<file path="config.mk">
export PLATFORM = sky130hd
export DESIGN_NAME = reg_file_sb
export DESIGN_NICKNAME = d
export VERILOG_FILES = /design/src/rtl/regfile_pkg.sv /design/src/rtl/regfile_scoreboard.sv /design/src/rtl/reg_file_sb.sv
export SDC_FILE = /design/constraint.sdc
export NUM_CORES = 1
export LEC_CHECK = 0
export CORE_MARGIN = 3
export CORE_UTILIZATION = 50
export CTS_CLUSTER_DIAMETER = 120
export DETAILED_ROUTE_END_ITERATION = 6
export PLACE_DENSITY = 0.79
export SLEW_MARGIN = 30
export SYNTH_ARGS = -nofsm -noshare
export SYNTH_HDL_FRONTEND = slang
export SYNTH_SLANG_ARGS = --single-unit
</file>
<file path="constraint.sdc">
create_clock -name Clk -period 4.25 [get_ports Clk]
set_clock_uncertainty 0.15 [all_clocks]
set_input_delay 1.275 -clock Clk [delete_from_list [all_inputs] [get_ports Clk]]
set_output_delay 1.275 -clock Clk [all_outputs]
set_load 0.01 [all_outputs]
</file>
<file path="src/rtl/regfile_pkg.sv">
// Shared types and default sizing for the LC-3 general-purpose register file.
package regfile_pkg;

  typedef enum logic {
    IDLE  = 1'b0,
    CLEAR = 1'b1
  } sweep_state_t;

  localparam int DEFAULT_DATA_W   = 16;
  localparam int DEFAULT_NUM_REGS = 8;

endpackage

</file>
<file path="src/rtl/regfile_scoreboard.sv">
// Per-register busy bits: issue reserves a destination, write-back or the clear sweep releases it.
module regfile_scoreboard #(
  parameter int NUM_REGS = 8,
  parameter int ADDR_W   = 3
) (
  input  logic              Clk,
  input  logic              Reset_n,
  input  logic              set_en,
  input  logic [ADDR_W-1:0] set_idx,
  input  logic              clr_en,
  input  logic [ADDR_W-1:0] clr_idx,
  input  logic              wipe_en,
  input  logic [ADDR_W-1:0] wipe_idx,
  input  logic [ADDR_W-1:0] rd1_idx,
  input  logic [ADDR_W-1:0] rd2_idx,
  output logic              rd1_busy,
  output logic              rd2_busy
);

  logic [NUM_REGS-1:0] busy;

  // NOTE: sequential state uses non-blocking assignments so every bit samples pre-edge values.
  always_ff @(posedge Clk) begin
    if (!Reset_n) begin
      busy <= '0;
    end else begin
      for (int i = 0; i < NUM_REGS; i++) begin
        // A new issue reserves after the older write-back to the same index.
        if (set_en && set_idx == ADDR_W'(i)) begin
          busy[i] <= 1'b1;
        end else if ((clr_en && clr_idx == ADDR_W'(i)) ||
                     (wipe_en && wipe_idx == ADDR_W'(i))) begin
          busy[i] <= 1'b0;
        end
      end
    end
  end

  assign rd1_busy = busy[rd1_idx];
  assign rd2_busy = busy[rd2_idx];

endmodule

</file>
<file path="src/rtl/reg_file_sb.sv">
// Register file with two async read ports, one write port, optional bypass,
// busy scoreboard and a one-entry-per-cycle clear sweep.
module reg_file_sb
  import regfile_pkg::*;
#(
  parameter int   DATA_W   = DEFAULT_DATA_W,
  parameter int   NUM_REGS = DEFAULT_NUM_REGS,
  parameter bit   BYPASS   = 1'b1,
  localparam int  ADDR_W   = $clog2(NUM_REGS)
) (
  input  logic              Clk,
  input  logic              Reset_n,
  input  logic [DATA_W-1:0] mainBus,
  input  logic [ADDR_W-1:0] DR,
  input  logic              LD_REG,
  input  logic [ADDR_W-1:0] SR1,
  input  logic [ADDR_W-1:0] SR2,
  input  logic              ISSUE,
  input  logic [ADDR_W-1:0] ISSUE_DR,
  input  logic              CLR_REQ,
  output logic [DATA_W-1:0] SR1_OUT,
  output logic [DATA_W-1:0] SR2_OUT,
  output logic              SR1_BUSY,
  output logic              SR2_BUSY,
  output logic              READY
);

  sweep_state_t      state, state_nxt;
  logic [ADDR_W-1:0] cnt, cnt_nxt;
  logic              wipe_en;
  logic              idle;
  logic              wr_en;
  logic              iss_en;
  logic [DATA_W-1:0] regs [NUM_REGS];

  assign idle   = (state == IDLE);
  assign wr_en  = LD_REG && idle;
  assign iss_en = ISSUE && idle;
  assign READY  = idle;

  always_ff @(posedge Clk) begin
    if (!Reset_n) begin
      state <= IDLE;
      cnt   <= '0;
    end else begin
      state <= state_nxt;
      cnt   <= cnt_nxt;
    end
  end

  // NOTE: defaults first so every path assigns every output and no latch is inferred.
  always_comb begin
    state_nxt = state;
    cnt_nxt   = cnt;
    wipe_en   = 1'b0;
    case (state)
      IDLE: begin
        if (CLR_REQ) begin
          state_nxt = CLEAR;
          cnt_nxt   = '0;
        end
      end
      CLEAR: begin
        wipe_en = 1'b1;
        if (cnt == '1) begin
          state_nxt = IDLE;
          cnt_nxt   = '0;
        end else begin
          cnt_nxt = cnt + 1'b1;
        end
      end
      default: begin
        state_nxt = IDLE;
        cnt_nxt   = '0;
      end
    endcase
  end

  // NOTE: the array needs a reset-to-zero, so it is built from flops rather than a RAM macro.
  always_ff @(posedge Clk) begin
    if (!Reset_n) begin
      for (int i = 0; i < NUM_REGS; i++) begin
        regs[i] <= '0;
      end
    end else if (wr_en) begin
      regs[DR] <= mainBus;
    end else if (wipe_en) begin
      regs[cnt] <= '0;
    end
  end

  // wr_en is already gated by IDLE, which keeps the bypass off during a sweep.
  always_comb begin
    SR1_OUT = regs[SR1];
    SR2_OUT = regs[SR2];
    if (BYPASS && wr_en && SR1 == DR) SR1_OUT = mainBus;
    if (BYPASS && wr_en && SR2 == DR) SR2_OUT = mainBus;
  end

  regfile_scoreboard #(
    .NUM_REGS (NUM_REGS),
    .ADDR_W   (ADDR_W)
  ) u_scoreboard (
    .Clk      (Clk),
    .Reset_n  (Reset_n),
    .set_en   (iss_en),
    .set_idx  (ISSUE_DR),
    .clr_en   (wr_en),
    .clr_idx  (DR),
    .wipe_en  (wipe_en),
    .wipe_idx (cnt),
    .rd1_idx  (SR1),
    .rd2_idx  (SR2),
    .rd1_busy (SR1_BUSY),
    .rd2_busy (SR2_BUSY)
  );

endmodule
</file>
-- Yosys cells after proc, flatten, opt, wreduce, memory -nomap -nowiden
Memory sizes are Yosys's and may differ from the RTL's.
Index checks and enable logic that the tools add are counted.
- register bits: 12
- memory bits (writable): 128
- memories: 1
- memories (memory ; depth ; bits a word ; rd ports ; clocked after Yosys merged registers in ; wr ports ; line ; source):
    regs ; 8 ; 16 ; 2 ; 0 ; 8 ; reg_file_sb.sv:34 ; logic [DATA_W-1:0] regs [NUM_REGS];
- add/subtract/negate cells: 1
- order comparisons: 2
- equal/unequal tests: 24
- muxes and demuxes: 43
- bitwise operators: 1
- reductions and logical operators: 49
- operators by type and width (operator ; count):
    $mux W16 ; 4
    $eq A3 B3 Y1 const B ; 12
    $reduce_or A16 Y1 ; 2
    $mux W1 ; 31
    $logic_and A1 B1 Y1 ; 28
    $eq A3 B2 Y1 const B ; 6
    $reduce_bool A2 Y1 ; 8
    $mux W3 ; 4
    $eq A3 B1 Y1 const B ; 3
    $logic_not A3 Y1 ; 3
    $logic_or A1 B1 Y1 ; 8
    $lt A3 B4 Y1 const B ; 2
    $bmux W1 S3 ; 2
    $eq A3 B3 Y1 ; 2
    $pmux W3 S2 ; 1
    $add A3 B1 Y3 const B ; 1
    $ne A2 B2 Y1 const B ; 1
    $pmux W1 S2 ; 1
    $not A1 Y1 ; 1

-- Logic depth before layout (Yosys ltp)
- depth after elaboration: 8
- gate-level depth with buffers: 6

-- By module
Synthesis repeated with hierarchy kept, for this count alone.
- cells, all modules: 559
- area, all modules: 8235.4 µm²
- modules (own cells, without submodules) (module ; instances ; cells an instance ; area an instance (µm²) ; seq. area each (µm²)):
    reg_file_sb ; 1 ; 506 ; 7648.6 ; 3923.8
    regfile_scoreboard ; 1 ; 53 ; 586.8 ; 160.2

-- Worst setup path before layout
OpenSTA, ideal clock, no wires.
- path kind: in2out
- from: input SR1[1]
- to: output SR1_OUT[11]
- data arrival time: 2.699 ns
- required time: 2.825 ns
- setup slack: 0.126 ns
- stages on the path: 5
- path buffers: 2
- cells stage by stage: clkbuf_1 -> clkbuf_1 -> mux4_1 -> mux2_2 -> mux2_2
- longest elaborated chain between the ends: 3
- elaborated cells on any way between the ends: 4
- classes of those cells: 1 x eq/ne; 1 x mux; 1 x reduce/logical; 1 x memory
- RTL lines (element ; line ; source):
    start, declared ; reg_file_sb.sv:16 ; input logic [ADDR_W-1:0] SR1,
    branches (longest 2 deep; another with $mem_v2 Z8 W16) ; n/a ;
    $mux W16 (*) ; reg_file_sb.sv:96 ; if (BYPASS && wr_en && SR1 == DR) SR1_OUT = mainBus;
    end, declared ; reg_file_sb.sv:21 ; output logic [DATA_W-1:0] SR1_OUT,
Mark *: on every way between the ends.

-- Worst setup path in the final report
- from: input DR[0]
- to: output SR1_OUT[7]
- longest elaborated chain between the ends: 3
- RTL lines (element ; line ; source):
    start, declared ; reg_file_sb.sv:14 ; input logic [ADDR_W-1:0] DR,
    $eq A3 B3 Y1 ; reg_file_sb.sv:96 ;
    $logic_and A1 B1 Y1 ; reg_file_sb.sv:96 ;
    $mux W16 ; reg_file_sb.sv:96 ;
No other way between the ends.

==> impl_metrics.py <==
metrics = {
    "worst_setup_path": {
        "r2r_cells": 5,
        "criticalPathCategory": "in2out",
        "cp_max_fo": 5,
        "end_kind": "output pin",
        "critical_path_required_ns": 2.82,
        "arrival_ns": 2.90,
        "worstSetupStartpointType": "input port",
    },
    "power_and_ir_drop": {
        "pwr_density_cell_nw_per_um2": 360,
        "p_leak_nw": 4.02,
        "pwr-share-clk_pct": 38.4,
        "p_comb_share_pct": 19.3,
        "seq_power_share_pct": 42.4,
        "irDropWorstVdd_mv": 0.277,
        "switchingPower_uw": 995,
        "p_int_mw": 2.81,
        "p_sw_share_pct": 26.2,
    },
    "timing": {
        "tns_ns": -0.517,
        "rsz0062_at_grt": "true",
        "hold_viol_final": 0,
        "layout_min_cycle_time_ns": 4.33,
        "fin_ws_ns": -0.0789,
        "fmax_mhz": 231,
        "tightest_slew_ns": 0.701,
        "slew_viol_final": 0,
        "finalCritPeriodShare_pct": 102,
        "slew_headroom_pct": 53.1,
        "setup_violations": 13,
    },
    "grt": {
        "gr-total-overflow": 0,
        "grt_max_degree": 40,
        "grt.total_usage_pct": 29.2,
        "antenna_found_initial": 0,
        "grt_pass1_wl_um": 38900,
        "grt_pass1_vias": 6527,
    },
    "hold_path": {
        "hold_depth": 2,
        "hold_class": "reg2reg",
    },
    "placed_design": {
        "io_buffers": 67,
        "place_congestion": 0.812,
        "place_ws_ns": -0.633,
        "dp_hpwl_um": 14400,
        "post_dp_cell_area_sq_um": 9480,
    },
    "cts": {
        "cts_buffers": 17,
        "h-tree-depth": 4,
        "clkSinkCount": 140,
        "cts_tree": "yes",
        "cts_root_buf": "clkbuf_16",
        "clock_latency_ns": 0.42,
        "clk_pin_slew_ns": 0.06,
        "clockBufferDepth": 2,
    },
    "status": {
        "violations": "negative setup slack",
        "outcome": "finished with violations",
    },
    "logic_synthesis": {
        "netlist.area_leader.share_pct": 46.4,
        "synth_top_area_cell": "edfxtp_1",
        "netlist_instances": 572,
        "yosysSeqAreaShare_pct": 49.3,
        "synth_ff_type": "edfxtp_1",
        "async_flop_share_pct": 0,
        "netlist_top_cells_area": "edfxtp_1 46%, mux4_1 20%, mux2_2 7.6%, nor3_1 5.9%, dfxtp_1 2.9%",
        "synthDistinctLibCells": 38,
        "synth_edf_count": 128,
        "syn_area_per_cell_sq_um": 14.5,
        "ys_ff_latch": 140,
        "ys_warn_count": 0,
        "syn_nets": 611,
        "syn_area_sq_um": 8280,
    },
    "final_layout": {
        "diodes": 0,
        "fin_util_pct": 65.7,
        "fillers": 1043,
        "design_area_sq_um": 10500,
        "syn2layout_area_growth_pct": 27.4,
        "layout-drive-gt1-share_pct": 40.2,
        "fin_nets": 738,
    },
    "die": {
        "die_x_um": 135,
        "die-area_sq_um": 18100,
        "start_util_pct": 51.6,
        "dieHeight_um": 135,
        "ios": 68,
        "core_sq_um": 16100,
        "row_count": 46,
    },
    "job": {
        "timing.max_cap.violations": 0,
    },
    "drt": {
        "first_pass_iters": 6,
        "detail_route.drc_violations": 0,
        "drtIter0Drc": 916,
        "wl_per_cell_um": 28.3,
        "drt_wl_total_um": 26200,
        "antenna_left": 0,
        "vias": 6251,
        "vias_per_cell": 6.74,
    },
}
## sequential cells by signal (all words and copies together) (netlist names)
| signal | flops |
|---|---|
| regs | 128 |
| u_scoreboard.busy | 8 |
| state | 1 |
| cnt | 3 |
## final timing paths
path | start | endpoint | slack [ns]
worst max-delay path | DR[0] | SR1_OUT[7] | -0.08
worst min-delay path | u_scoreboard.busy[5] | u_scoreboard.busy[5] | 0.39
worst max register to register | state | regs[3][15] | 1.55
worst min register to register | u_scoreboard.busy[5] | u_scoreboard.busy[5] | 0.39
## cell usage in the layout, fill, tap and decap left out, types with 5 or more instances in the layout
cell type	n
dfxtp_1	12
mux2_2	42
mux4_2	47
nand2_1	29
clkdlybuf4s50_1	23
ha_1	6
buf_2	21
nand3b_1	5
mux4_1	21
clkbuf_16	18
mux2_4	24
nor3_1	98
dlygate4sd2_1	6
o211ai_1	6
nor2_1	35
buf_16	7
buf_4	54
inv_1	6
edfxtp_1	128
buf_12	20
nand3_1	5
a21boi_0	10
o21ai_1	6
buf_6	23
## area by class of cell
class	instances	area (sq um)	share of cell area, %
timing repair buffer	162	1770	16.7
inverter	6	22.5	0.213
sequential	140	4080	38.7
clock inverter	15	146	1.39
tap	216	270	2.56
multi-input combinational	372	3830	36.4
clock buffer	17	425	4.03
## Yosys cell counts, types with 10 or more instances
master    number
clkbuf_1      26
nor2_1        35
mux2_2        56
buf_2         14
mux4_1        63
nand2_1       29
edfxtp_1     128
dfxtp_1       12
a21boi_0      10
buf_6         12
nor3_1        98
mux2_4        10
## timing repair
item	CTS	global route
hold buffers	0	0
endpoints found under the setup margin	34	26
pin swaps	3	1
gates resized for setup	207	51
setup buffers	30	6
gates cloned	9	0
## per-stage QoR
stage / hold WS (ns) / total power [mW] / cells
2_1_floorplan: 0.328 / 1.98 / 572
3_3_place_gp: 0.356 / 2.24 / 852
3_5_place_dp: 0.364 / 2.26 / 852
4_1_cts: 0.376 / 3.75 / 923
5_1_grt: 0.410 / 3.89 / 928
6_report: 0.391 / 3.80 / 928
## kinds of logic after synthesis
logic type      count (synthesis)  share of synthesized area [%]
simple gates                  192                           11.4
flops                         140                           49.3
mux                           134                           30.8
buf+inv                        60                           4.11
compound gates                 34                           2.86
xor+xnor                        6                          0.635
fa+ha+maj                       6                          0.906
## power groups by stage
| stage | combinational, mW | sequential (mW) | clock, mW |
|---|---|---|---|
| floorplan | 0.367 | 1.62 | 0 |
| global route | 0.762 | 1.62 | 1.52 |
| finish | 0.732 | 1.61 | 1.46 |
| global placement | 0.618 | 1.62 | 0 |
| detailed placement | 0.632 | 1.63 | 0 |
| CTS | 0.692 | 1.60 | 1.45 |
## worst max-delay path, cell delays in order
cell,delay (ns)
dlygate4sd2_1,0.37
xnor2_4,0.16
nand4_1,0.16
buf_4,0.19
clkbuf_16,0.17
buf_8,0.14
mux2_4,0.31
buf_6,0.13
## routing by layer
layer  up-vias  routed length [um]  global-route usage (%)
li1       2553                   -                       -
met4         2                1470                    16.7
met5         -                  28                       0
met1      3047                8990                    34.9
met2       527               13000                    49.0
met3       122                2740                    6.26
(Power assumes the default switching activity.)
